$ cat src/rtl/eic_defs.sv
// Shared definitions for the external interrupt controller: register map,
// FSM states, CLAIM layout and channel identifiers.
package eic_defs;

  localparam logic [2:0] EIC_OFS_PEND   = 3'd0;
  localparam logic [2:0] EIC_OFS_ENABLE = 3'd1;
  localparam logic [2:0] EIC_OFS_CHSEL  = 3'd2;
  localparam logic [2:0] EIC_OFS_CLAIM  = 3'd3;
  localparam logic [2:0] EIC_OFS_EOI    = 3'd4;
  localparam int unsigned EIC_NUM_REGS  = 5;

  localparam int unsigned EIC_CLAIM_VALID_BIT = 31;

  localparam logic EIC_CH_LO = 1'b0;
  localparam logic EIC_CH_HI = 1'b1;

  typedef enum logic [1:0] {
    EIC_ST_IDLE    = 2'd0,
    EIC_ST_REQ     = 2'd1,
    EIC_ST_SERVICE = 2'd2
  } eic_state_e;

endpackage

$ cat src/rtl/eic_edge_detector.sv
// Two-flop synchronizer plus a third flop for rising-edge detection of one
// asynchronous interrupt line.
module eic_edge_detector (
  input  logic i_clk,
  input  logic i_rst,
  input  logic i_src,
  output logic o_edge
);

  logic r_s1;
  logic r_s2;
  logic r_s3;

  always_ff @(posedge i_clk or posedge i_rst) begin
    if (i_rst) begin
      r_s1 <= 1'b0;
      r_s2 <= 1'b0;
      r_s3 <= 1'b0;
    end else begin
      r_s1 <= i_src;
      r_s2 <= r_s1;
      r_s3 <= r_s2;
    end
  end

  assign o_edge = r_s2 & ~r_s3;

endmodule

$ cat src/rtl/external_interrupt_controller.sv
// External interrupt controller: edge-latched pending sources, two priority
// channels, memory-mapped control on the core I/O bus.
module external_interrupt_controller #(
  parameter int unsigned NUM_SRC   = 8,
  parameter logic [29:0] BASE_ADDR = 30'h0000_0100
) (
  input  logic               Sys_Clock,
  input  logic               Sys_Reset,
  input  logic [NUM_SRC-1:0] Irq_Src,
  input  logic               IO_EnR,
  input  logic               IO_EnW,
  input  logic [29:0]        IO_Address,
  input  logic [31:0]        IO_DataW,
  output logic [31:0]        IO_DataR,
  output logic               EIC_IntReq,
  output logic               EIC_IntId,
  input  logic               EIC_IntAck
);

  import eic_defs::*;

  logic [NUM_SRC-1:0] w_edge;
  logic [NUM_SRC-1:0] r_pend;
  logic [NUM_SRC-1:0] r_enable;
  logic [NUM_SRC-1:0] r_chsel;
  logic [31:0]        r_data_r;
  eic_state_e         r_state;
  logic               r_int_req;
  logic               r_int_id;
  logic               r_insvc_ch;

  for (genvar g = 0; g < NUM_SRC; g++) begin : g_src
    eic_edge_detector u_edge (
      .i_clk  (Sys_Clock),
      .i_rst  (Sys_Reset),
      .i_src  (Irq_Src[g]),
      .o_edge (w_edge[g])
    );
  end

  logic [29:0] w_ofs;
  logic        w_hit;
  logic [2:0]  w_reg;
  logic        w_rd;
  logic        w_wr;
  logic        w_unused;

  assign w_ofs    = IO_Address - BASE_ADDR;
  assign w_hit    = (IO_Address >= BASE_ADDR) && (w_ofs < 30'(EIC_NUM_REGS));
  assign w_reg    = w_ofs[2:0];
  assign w_rd     = IO_EnR & w_hit;
  assign w_wr     = IO_EnW & w_hit;
  assign w_unused = ^{IO_DataW, w_ofs[29:3]};

  logic w_wr_pend;
  logic w_wr_enable;
  logic w_wr_chsel;
  logic w_wr_eoi;

  assign w_wr_pend   = w_wr && (w_reg == EIC_OFS_PEND);
  assign w_wr_enable = w_wr && (w_reg == EIC_OFS_ENABLE);
  assign w_wr_chsel  = w_wr && (w_reg == EIC_OFS_CHSEL);
  assign w_wr_eoi    = w_wr && (w_reg == EIC_OFS_EOI);

  logic [NUM_SRC-1:0] w_act;
  logic               w_cand1;
  logic               w_cand0;
  logic [NUM_SRC-1:0] w_claim_mask;

  assign w_act        = r_pend & r_enable;
  assign w_cand1      = |(w_act & r_chsel);
  assign w_cand0      = |(w_act & ~r_chsel);
  assign w_claim_mask = (r_state == EIC_ST_SERVICE) ?
                        (w_act & ((r_insvc_ch == EIC_CH_HI) ? r_chsel : ~r_chsel)) : '0;

  logic               w_claim_hit;
  logic [4:0]         w_claim_idx;
  logic [NUM_SRC-1:0] w_claim_onehot;

  always_comb begin
    w_claim_hit    = 1'b0;
    w_claim_idx    = '0;
    w_claim_onehot = '0;
    for (int unsigned i = 0; i < NUM_SRC; i++) begin
      if (w_claim_mask[i] && !w_claim_hit) begin
        w_claim_hit       = 1'b1;
        w_claim_idx       = i[4:0];
        w_claim_onehot[i] = 1'b1;
      end
    end
  end

  logic w_rd_claim;
  assign w_rd_claim = w_rd && (w_reg == EIC_OFS_CLAIM) && w_claim_hit;

  logic [31:0] w_rdata;

  always_comb begin
    w_rdata = '0;
    if (w_rd) begin
      case (w_reg)
        EIC_OFS_PEND:   w_rdata[NUM_SRC-1:0] = r_pend;
        EIC_OFS_ENABLE: w_rdata[NUM_SRC-1:0] = r_enable;
        EIC_OFS_CHSEL:  w_rdata[NUM_SRC-1:0] = r_chsel;
        EIC_OFS_CLAIM: begin
          w_rdata[EIC_CLAIM_VALID_BIT] = w_claim_hit;
          w_rdata[4:0]                 = w_claim_idx;
        end
        default: w_rdata = '0;
      endcase
    end
  end

  // Clear terms are applied before the new edges so a simultaneous set wins.
  logic [NUM_SRC-1:0] w_pend_clr;
  assign w_pend_clr = (w_wr_pend ? IO_DataW[NUM_SRC-1:0] : '0) |
                      (w_rd_claim ? w_claim_onehot : '0);

  always_ff @(posedge Sys_Clock or posedge Sys_Reset) begin
    if (Sys_Reset) begin
      r_pend   <= '0;
      r_enable <= '0;
      r_chsel  <= '0;
      r_data_r <= '0;
    end else begin
      r_pend   <= (r_pend & ~w_pend_clr) | w_edge;
      r_data_r <= w_rdata;
      if (w_wr_enable) r_enable <= IO_DataW[NUM_SRC-1:0];
      if (w_wr_chsel)  r_chsel  <= IO_DataW[NUM_SRC-1:0];
    end
  end

  always_ff @(posedge Sys_Clock or posedge Sys_Reset) begin
    if (Sys_Reset) begin
      r_state    <= EIC_ST_IDLE;
      r_int_req  <= 1'b0;
      r_int_id   <= EIC_CH_LO;
      r_insvc_ch <= EIC_CH_LO;
    end else begin
      case (r_state)
        EIC_ST_IDLE: begin
          if (w_cand1 || w_cand0) begin
            r_state   <= EIC_ST_REQ;
            r_int_req <= 1'b1;
            r_int_id  <= w_cand1 ? EIC_CH_HI : EIC_CH_LO;
          end
        end
        EIC_ST_REQ: begin
          if (EIC_IntAck) begin
            r_state    <= EIC_ST_SERVICE;
            r_int_req  <= 1'b0;
            r_insvc_ch <= r_int_id;
          end
        end
        EIC_ST_SERVICE: begin
          if (w_wr_eoi) begin
            r_state    <= EIC_ST_IDLE;
            r_insvc_ch <= EIC_CH_LO;
          end
        end
        default: begin
          r_state   <= EIC_ST_IDLE;
          r_int_req <= 1'b0;
        end
      endcase
    end
  end

  assign IO_DataR   = r_data_r;
  assign EIC_IntReq = r_int_req;
  assign EIC_IntId  = r_int_id;

endmodule

$ cat config.mk
export PLATFORM = sky130hd
export DESIGN_NAME = external_interrupt_controller
export DESIGN_NICKNAME = d
export VERILOG_FILES = /design/src/rtl/eic_defs.sv /design/src/rtl/eic_edge_detector.sv /design/src/rtl/external_interrupt_controller.sv
export SDC_FILE = /design/constraint.sdc
export NUM_CORES = 1
export LEC_CHECK = 0
export BUFFER_PORTS_ARGS = -buffer_cell sky130_fd_sc_hd__buf_2
export CAP_MARGIN = 0
export CORE_MARGIN = 1.5
export CORE_UTILIZATION = 57
export CTS_BUF_LIST = sky130_fd_sc_hd__clkbuf_4 sky130_fd_sc_hd__clkbuf_8
export DETAILED_ROUTE_END_ITERATION = 12
export GPL_ROUTABILITY_DRIVEN = 0
export HOLD_SLACK_MARGIN = 0.06
export PLACE_DENSITY = 0.9
export SYNTH_ARGS = -nofsm -noshare
export SYNTH_HDL_FRONTEND = slang
export SYNTH_HIERARCHICAL = 1
export SYNTH_SLANG_ARGS = --single-unit
$ cat constraint.sdc
create_clock -name Sys_Clock -period 6.1 [get_ports Sys_Clock]
set_input_delay 1.22 -clock Sys_Clock [delete_from_list [all_inputs] [get_ports Sys_Clock]]
set_output_delay 1.22 -clock Sys_Clock [all_outputs]
set_load 0.03 [all_outputs]
# Yosys cells after proc, flatten, opt, wreduce, memory -nomap -nowiden
# Index checks and enable logic that the tools add are counted.
classes:
  n_addsub: 1
  n_lt_le_gt_ge: 2
  eq_ne: 9
  mux: 41
  bitwise: 28
  n_reduce_logical: 31
op_table:
  columns: ["operator", "n"]
  rows:
  - ["bitwise AND 8 bit", 5]
  - ["2-to-1 mux 32 bit", 1]
  - ["2-to-1 mux 8 bit", 4]
  - ["greater-or-equal comparator 30 x 9 -> 1 bit (second input constant)", 1]
  - ["< comparator 30 x 3 -> 1 bit (second input constant)", 1]
  - ["2-to-1 mux 5 bit", 6]
  - ["subtractor 30 x 9 -> 30 bit (second input constant)", 1]
  - ["2-to-1 mux 1 bit", 22]
  - ["case mux 5 bit (4 select lines)", 1]
  - ["inverter 8 bit", 2]
  - ["OR 8 bit", 2]
  - ["OR reduction 8 bit", 2]
  - ["logical AND 1 bit", 14]
  - ["bitwise AND 1 bit", 10]
  - ["inverter 1 bit", 9]
  - ["case mux 3 bit (3 select lines)", 1]
  - ["AND reduction 3 bit", 3]
  - ["logical NOT 1 bit", 7]
  - ["== test 3 x 2 -> 1 bit (second input constant)", 2]
  - ["2-to-1 mux 2 bit", 3]
  - ["!= test 2 bit (second input constant)", 3]
  - ["case mux 2 bit (3 select lines)", 1]
  - ["== test 3 x 1 -> 1 bit (second input constant)", 1]
  - ["== test 3 bit (second input constant)", 1]
  - ["9 further kinds", 9]
word_totals:
  reg_bits: 85
  in_bits: 75
  output_inout_bits: 34
  elab_cells: 144

# Depth between registers and ports, before layout
# Gate-level depths: netlist of run 1.
depth:
  word_depth: 32
  depth_mapped: 8
  depth_no_buf: 6

# By module
# The synthesis of run 1 kept the hierarchy.
modules_own_cells:
  columns: ["mod", "n_inst", "cells_each", "area_per_inst_um2", "seq_area_each_um2"]
  rows:
  - ["external_interrupt_controller", 1, 311, 2792.7, 950.9]
  - ["eic_edge_detector", 8, 5, 92.6, 75.1]

# Worst setup path before layout of run 1
# No wires, ideal clock.
synth_path:
  path_kind: "input -> register"
  startpoint: "in IO_Address[16]"
  endpoint: "reg r_chsel[0]"
  setup_time_ps: 125
  arrival_ps: 3361
  required_ps: 5975
  path_slack_ps: 2614
  path_stages: 6
  n_path_buf: 0
  cell_sequence: "or2_1 > or4_4 > o41ai_4 > o311ai_2 > nor4_4 > mux2_2"
synth_via:
  elab_chain_cells: 5
  elab_cells_between_ends: 6
  classes_between: "1 x add/sub; 2 x order compare; 1 x bitwise; 2 x reduce/logical"
synth_rtl:
  columns: ["element", "line_no", "text"]
  rows:
  - ["from (decl)", "external_interrupt_controller.sv:12", "input logic [29:0] IO_Address,"]
  - ["subtractor 30 x 9 -> 30 bit", "external_interrupt_controller.sv:48", "assign w_ofs = IO_Address - BASE_ADDR;"]
  - ["< comparator 30 x 3 -> 1 bit", "external_interrupt_controller.sv:49", "assign w_hit = (IO_Address >= BASE_ADDR) && (w_ofs < 30'(EIC_NUM_REGS));"]
  - ["logical AND 1 bit (*)", "external_interrupt_controller.sv:49", null]
  - ["bitwise AND 1 bit (*)", "external_interrupt_controller.sv:52", "assign w_wr = IO_EnW & w_hit;"]
  - ["logical AND 1 bit (*)", "external_interrupt_controller.sv:62", "assign w_wr_chsel = w_wr && (w_reg == EIC_OFS_CHSEL);"]
  - ["to (signal assigned)", "external_interrupt_controller.sv:129", "if (w_wr_chsel) r_chsel <= IO_DataW[NUM_SRC-1:0];"]
  - ["to (decl)", "external_interrupt_controller.sv:25", "logic [NUM_SRC-1:0] r_chsel;"]
# Mark *: on every way between the ends. The rest lies on a longest branch, timed or not.
# A chain may end at the register's enable or synchronous reset.

# Worst setup path in the final report of run 1
layout_path:
  startpoint: "in IO_Address[10]"
  endpoint: "reg r_chsel[4]"
# Same word-level chain as after synthesis.

==> out/metrics.csv, run 1 <==
metric,value,unit
combinationalPowerShare,10.3,%
start_util,59.3,%
dp_slack,1.90,ns
seqPwrFrac,49.4,%
cts_hold_buf,0,
synth-edff-count,0,
yosysTopAreaCell,dfrtp_1,
clock_path_buffers,2,
leakage,1.94,nW
die_w,81.7,um
grt_pass1_vias,2811,
fin_cells,495,
cp-end-kind,flop,
maxSlewViolCount,0,
clock_power_share,40.2,%
wl_per_cell,15.5,um
num_io_pins,109,
crit_required,6.32,ns
clkTransAtPathRegs,0.07,ns
place_inst,480,
cp_cell_sequence,"buf_2, nor4_2, nand3_2, o41ai_4, o311ai_2, buf_4, nor4_4, mux2_2",
grt_usage,25.6,%
period_share,63.2,%
skew,0.00646,ns
vdd_drop_max,201,uV
pwr_density_cell,216,nW/um2
cp.arrival,4.08,ns
core,5960,um2
vias_per_cell,5.85,
postRouteAntennaNets,0,
std_cell_rows,28,
ys.flop_type,dfrtp_1,
synthCells,351,
p_int,0.651,mW
dr.first_iter.drc_count,302,
slowest_delay,0.76,ns
io_buffers,61,
dr.pass1.iters,5,
fin_crit,3.85,ns
hold_viol_final,0,
cts_root_buf,clkbuf_8,
synth.area.top_cells,"dfrtp_1 (44%), mux2_2 (5.1%), buf_4 (4.9%), inv_1 (3.2%), nor2b_4 (3.1%)",
grt_max_degree,39,
crit_fanout,21,
crit_slowest_cell,nor4_4,
post_cts_resized,0,
sw_frac_of_total,25.1,%
post_cts_buffers,0,
rsz0062_at_grt,false,
antenna_found_initial,0,
synth_top_area_share,43.9,%
ys_types,55,
setup_tns,0,ns
setup_viol,0,
worst_slack,2.25,ns
drv_cap,0,
max_freq,259,MHz
yosysWarnings,6,
p_sw,0.219,mW
nets,491,
worst_skew_pair.late_latency,0.34,ns
synthArstFlopShare,100,%
start_kind,primary input,
syn_to_final_growth,13.7,%
die_h,81.7,um
synth_area,3530,um2
hp-class,reg -> reg,
status,"finished, final reports clean",
drc,0,
die_area,6680,um2
slew_headroom,46.2,%
num_vias,2898,
postSynthAreaPerCell,10.1,um2
grt_first_pass_wirelength,12.8,mm
hpwl,5.76,mm
h-tree-depth,3,
layout-drive-gt1-share,27.1,%
overflow,0,
seq_area_frac_synth,43.9,%
cts_buffers,9,
n_antenna_cell,0,
wirelength,7.68,mm
cts.sinks,62,
ys_ff_latch,62,
cts_tree,yes,
crit_type,in -> reg,
tightestPinTransition,0.801,ns
synthesized netlist by cell type, drive strengths merged (2+ instances only):
cell type / number
dfrtp: 62
inv: 30
buf: 26
nand2: 21
mux2: 16
nand3: 14
nor3: 14
nor4: 14
nor2b: 12
o21ai: 12
nor2: 11
o31ai: 11
nand4: 10
mux2i: 8
nand3b: 8
xor2: 7
and2: 6
o21bai: 6
clkbuf: 5
nand2b: 5
or3: 5
a21boi: 4
a21oi: 4
a31oi: 4
nor4b: 4
o2111ai: 4
or2: 3
or4: 3
xnor2: 3
a211oi: 2
and3: 2
and4: 2
o311ai: 2
o41ai: 2
cell families (layout without fill, tap and decap cells):
family                 Yosys count  in the layout  share of synthesized area (%)
AND/OR/NAND/NOR                136            136                           24.9
flip-flops                      62             62                           43.9
buffers and inverters           61            108                           8.99
AO/OA/AOI/OAI                   57             57                           12.2
multiplexers                    24             24                           7.37
XOR/XNOR                        10             10                           2.48
other                            1             23                          0.106
power by group through the flow:
stage	Combinational (mW)	Sequential, mW	Clock (mW)
6_report	0.0900	0.430	0.350
5_1_grt	0.100	0.431	0.375
4_1_cts	0.0901	0.430	0.356
3_5_place_dp	0.0897	0.437	0
3_3_place_gp	0.0863	0.436	0
2_1_floorplan	0.0709	0.433	0
registers in the layout, indices dropped and copies added, names as in the netlist:
register,cells
IO_DataR,9
g_src.u_edge/r_s1,8
g_src.u_edge/r_s2,8
g_src.u_edge/r_s3,8
r_chsel,8
r_enable,8
r_pend,8
r_state,2
EIC_IntId,1
EIC_IntReq,1
r_insvc_ch,1
worst max-delay path: cells and delay by family:
| family | cells | cell delay (ns) |
|---|---|---|
| multiplexers | 1 | 0.41 |
| buffers and inverters | 2 | 0.37 |
| AO/OA/AOI/OAI | 2 | 0.53 |
| AND/OR/NAND/NOR | 3 | 1.54 |
worst paths after layout:
check                                          start                   end  slack, ns  depth (start not counted)
worst max-delay path                  IO_Address[10]            r_chsel[4]       2.25                          8
worst min-delay path            g_src[6].u_edge/r_s1  g_src[6].u_edge/r_s2       0.35                          0
worst max register to register            r_insvc_ch           IO_DataR[0]       3.75                          6
worst min register to register  g_src[6].u_edge/r_s1  g_src[6].u_edge/r_s2       0.35                          0
max in group asynchronous                  Sys_Reset          IO_DataR[31]       4.71                          3
min in group asynchronous                  Sys_Reset  g_src[6].u_edge/r_s3       0.81                          2
per-layer routing:
| metal | global-route usage, % | vias up | share of wire, % |
|---|---|---|---|
| met5 | 0 | - | 0 |
| met4 | 11.4 | 0 | 2.4 |
| met3 | 7.44 | 20 | 7.6 |
| met2 | 41.2 | 129 | 49 |
| met1 | 31.9 | 1398 | 41 |
| li1 | - | 1351 | - |
area by class of cell:
cell class | instances | area, um2
Clock buffer | 11 | 145
Clock inverter | 4 | 47.5
Fill cell | 483 | 1940
Inverter | 30 | 113
Multi-Input combinational cell | 250 | 1750
Sequential cell | 62 | 1550
Tap cell | 75 | 93.8
Timing Repair Buffer | 63 | 320
metrics by stage:
step	power (mW)	util, %	hold WS (ns)	cell area (um2)
2_1_floorplan	0.504	-	0.331	3620
3_3_place_gp	0.523	64.2	0.331	3820
3_5_place_dp	0.527	64.2	0.336	3820
4_1_cts	0.876	67.5	0.349	4020
5_1_grt	0.905	67.5	0.358	4020
6_report	0.870	67.5	0.347	4020
cell usage in the layout (no fill, tap or decap), types with 11 or more instances in the layout:
cell	instances
nor3_1	14
nor4_1	11
buf_2	61
conb_1	23
nor2_1	11
mux2_2	16
inv_1	30
o21ai_0	12
nand2_1	21
nand3_1	13
dfrtp_1	62
Power figures use the tool's default switching activity.
==> inputs of run 2 (changes only) <==
CORE_UTILIZATION = 53   (was 57)
PLACE_DENSITY = 0.84   (was 0.9)
clock period = 3.9 ns   (was 6.1 ns; I/O delays follow)
==> run 2 against run 1 <==
Net effect:
- power up 65%
- sequential power up 56%
- sequential share of layout area down 0.50 points
- routed wire length up 2.2%
- clock power up 78%
- largest power group unchanged
- highest routed layer unchanged
==> out/metrics.csv, run 2 (synthesis results as in run 1) <==
metric,value,unit
status,"finished, final reports clean",
dp_slack,0.414,ns
period_share,81.7,%
largest_register_ffs,9,
die_w,84.7,um
hpwl,5.64,mm
cp-end-kind,flop,
drv_cap,0,
pwr_density_cell,353,nW/um2
fin_cells,501,
grt_max_degree,33,
h-tree-depth,3,
place_inst,485,
power,1.44,mW
grt_pass1_vias,2793,
std_cell_rows,29,
fillers,522,
layout_commonest_cell,dfrtp_1,
dr.first_iter.drc_count,341,
clock_path_buffers,2,
cts_root_buf,clkbuf_8,
die_h,84.7,um
rsz0062_at_grt,false,
dr.pass1.iters,5,
vdd_drop_max,359,uV
cts_tree,yes,
vias_per_cell,5.83,
wirelength,7.85,mm
clkTransAtPathRegs,0.07,ns
io_buffers,61,
grt_usage,23.3,%
post-route-util,63.7,%
cts_buffers,9,
setup_viol,0,
hold_viol_final,0,
cp.arrival,3.42,ns
tightestPinTransition,1.17,ns
cts_hold_buf,0,
core,6390,um2
maxSlewViolCount,0,
wl_per_cell,15.7,um
grt_first_pass_wirelength,13.0,mm
fin_crit,3.18,ns
antenna_found_initial,0,
skew,0.0109,ns
num_vias,2923,
cts.sinks,62,
n_antenna_cell,0,
hp-class,reg -> reg,
max_freq,314,MHz
nets,494,
worst_skew_pair.late_latency,0.35,ns
worst_slack,0.715,ns
setup_tns,0,ns
drc,0,
crit_required,4.14,ns
layout-drive-gt1-share,27.8,%
syn_to_final_growth,15.2,%
start_kind,primary input,
start_util,55.3,%
overflow,0,
post_cts_resized,0,
slew_headroom,21.8,%
postRouteAntennaNets,0,
crit_fanout,6,
post_cts_buffers,0,
num_io_pins,109,
leakage,1.97,nW
die_area,7170,um2
layout_common_cells,"dfrtp_1 (62), buf_2 (61), inv_1 (30)",
crit_type,in -> reg,
[run 2: report_power, final]
group / total (mW) / internal, mW / switching (mW) / leakage (nW)
clock network: 0.623 / 0.361 / 0.262 / 0.114
registers: 0.671 / 0.658 / 0.0132 / 0.768
logic: 0.144 / 0.0470 / 0.0973 / 1.09
[run 2: final cells by class]
cell class                 count  area (um2)  area share [%]
sequential                    62        1550            38.1
inverter                      30         113            2.77
tap                           77        96.3            2.37
multi-input combinational    250        1750            42.9
clock buffer                   9         124            3.04
timing repair buffer          66         343            8.42
clock inverter                 7        96.3            2.37
[run 2: path summary, 6_finish.rpt]
check / from / end / slack [ns] / cells past startpoint
setup / recovery: IO_Address[10] / r_chsel[0] / 0.72 / 8
hold / removal: g_src[6].u_edge/r_s1 / g_src[6].u_edge/r_s2 / 0.35 / 0
setup reg to reg: r_insvc_ch / r_pend[7] / 1.47 / 6
hold reg to reg: g_src[6].u_edge/r_s1 / g_src[6].u_edge/r_s2 / 0.35 / 0
max in group asynchronous: Sys_Reset / r_pend[0] / 2.33 / 3
min in group asynchronous: Sys_Reset / g_src[2].u_edge/r_s2 / 0.38 / 2
[run 2: layer usage]
metal	vias to the layer above	track usage, %	part of all wire (%)
met5	-	0	0
met4	0	11.4	2.7
met3	31	7.37	8.6
met1	1366	30.1	42
met2	171	35.7	46
li1	1355	-	-
[run 2: critical path: stages]
cell and delay [ns]:
buf_2 0.13, nor4_2 0.55, nand3_2 0.22, o31ai_2 0.38
nand3_1 0.24, nor4_4 0.54, buf_4 0.24, mux2_2 0.33
[run 2: stage by stage]
stage	area, um2	hold slack [ns]
floorplan	3620	0.331
CTS	4070	0.353
global route	4070	0.362
detailed placement	3850	0.335
finish	4070	0.350
global placement	3850	0.332
==> inputs of run 3 (changes only) <==
clock period = 3.2 ns   (was 3.9 ns; I/O delays follow)
==> run 3 against run 2 <==
Net effect:
- setup slack lost 0.27 ns
- utilization increased by 0.49 points
- routed wire length is 1.8% lower
- sequential cell count stayed put
- largest cell class unchanged
- largest power group unchanged
==> out/metrics.csv, run 3 (synthesis results as in run 1) <==
metric,value,unit
status,"finished, final reports clean",
cts.sinks,62,
worst_skew_pair.late_latency,0.35,ns
num_io_pins,109,
core,6390,um2
layout-drive-gt1-share,28.5,%
cts_buffers,9,
clock_path_buffers,2,
postRouteAntennaNets,0,
fillers,515,
cts_tree,yes,
grt_max_degree,21,
fin_cells,505,
dr.pass1.iters,4,
reg2reg_depth,6,
io_buffers,61,
crit_fanout,8,
clkTransAtPathRegs,0.07,ns
grt_pass1_vias,2757,
grt_first_pass_wirelength,12.8,mm
tightestPinTransition,0.705,ns
reg2reg_from,r_insvc_ch,
power,1.76,mW
h-tree-depth,3,
cts_hold_buf,0,
drc,0,
layout_common_cells,"dfrtp_1 (62), buf_2 (61), inv_1 (30)",
antenna_found_initial,0,
largest_register_ffs,9,
start_kind,primary input,
wl_per_cell,15.3,um
cts_root_buf,clkbuf_8,
post_cts_buffers,0,
nets,498,
max_freq,363,MHz
setup_tns,0,ns
r2r_slack,0.74,ns
pwr_density_cell,428,nW/um2
multiInputGateArea,1750,um2
hold_viol_final,0,
hpwl,5.72,mm
die_area,7170,um2
slew_headroom,52.6,%
maxSlewViolCount,0,
std_cell_rows,29,
leakage,1.98,nW
place_inst,489,
layout_commonest_cell,dfrtp_1,
cp.arrival,2.99,ns
crit_required,3.43,ns
drv_cap,0,
die_h,84.7,um
num_vias,2909,
vdd_drop_max,386,uV
grt_usage,23.1,%
overflow,0,
period_share,86.1,%
crit_type,in -> reg,
rsz0062_at_grt,false,
regArea,1550,um2
vias_per_cell,5.76,
n_antenna_cell,0,
wirelength,7.71,mm
die_w,84.7,um
setup_viol,0,
start_util,55.3,%
hp-class,in -> async,
syn_to_final_growth,16.1,%
worstReg2RegEnd,r_pend[7],
fin_crit,2.76,ns
skew,0.0132,ns
post_cts_resized,0,
dr.first_iter.drc_count,243,
cp-end-kind,flop,
## run 3: changes by cell type in the layout (fill, tap and decap cells not counted)
| cell | delta |
|---|---|
| buf_4 | +4 |
| clkinv_2 | -1 |
| clkinv_4 | -1 |
| clkinvlp_4 | +2 |
## run 3: power breakdown
part | leakage [nW] | internal [mW] | switching [mW]
Sequential | 0.768 | 0.802 | 0.0160
Clock | 0.106 | 0.440 | 0.322
Combinational | 1.11 | 0.0576 | 0.117
Total | 1.98 | 1.30 | 0.455
## run 3: how the worst max path moves through the flow
| stage | startpoint | end | slack (ns) | depth (start not counted) |
|---|---|---|---|---|
| finish | IO_Address[16] | r_chsel[4] | 0.44 | 8 |
| global route | IO_Address[16] | r_chsel[1] | 0.37 | 8 |
| detailed placement | IO_Address[16] | r_chsel[4] | 0.1 | 8 |
| floorplan | IO_Address[16] | r_chsel[0] | 0.29 | 6 |
| global placement | IO_Address[16] | r_chsel[1] | 0.17 | 8 |
| CTS | IO_Address[16] | r_chsel[1] | 0.46 | 8 |
## run 3: critical path, cell delays in order
cell      delay (ns)
buf_2           0.10
or2_1           0.25
or4_4           0.48
nor4_1          0.42
o311ai_2        0.19
nor4_4          0.31
buf_4           0.23
mux2_2          0.36
## run 3: final cells by class
| cell class | count | area share [%] |
|---|---|---|
| clock buffers | 9 | 3.02 |
| clock inverters | 7 | 2.38 |
| inverters | 30 | 2.75 |
| multi-input cells | 250 | 42.6 |
| flip-flops and latches | 62 | 37.8 |
| well taps | 77 | 2.35 |
| repair buffers | 70 | 9.09 |
## run 3: routing by layer
metal / share of wire [%] / GRT usage (%) / routed length [um]
met4: 3.1 / 12.3 / 242
met1: 43 / 30.1 / 3320
met3: 8.7 / 5.51 / 670
met5: 0 / 0 / 0
met2: 45 / 35.8 / 3480
## run 3: through the flow
stage	hold slack, ns	area (um2)	worst slack (ns)	util (%)
global placement	0.332	3880	0.172	60.8
global route	0.231	4100	0.367	64.2
floorplan	0.331	3620	0.294	-
detailed placement	0.340	3880	0.0968	60.8
finish	0.230	4100	0.444	64.2
CTS	0.229	4100	0.456	64.2
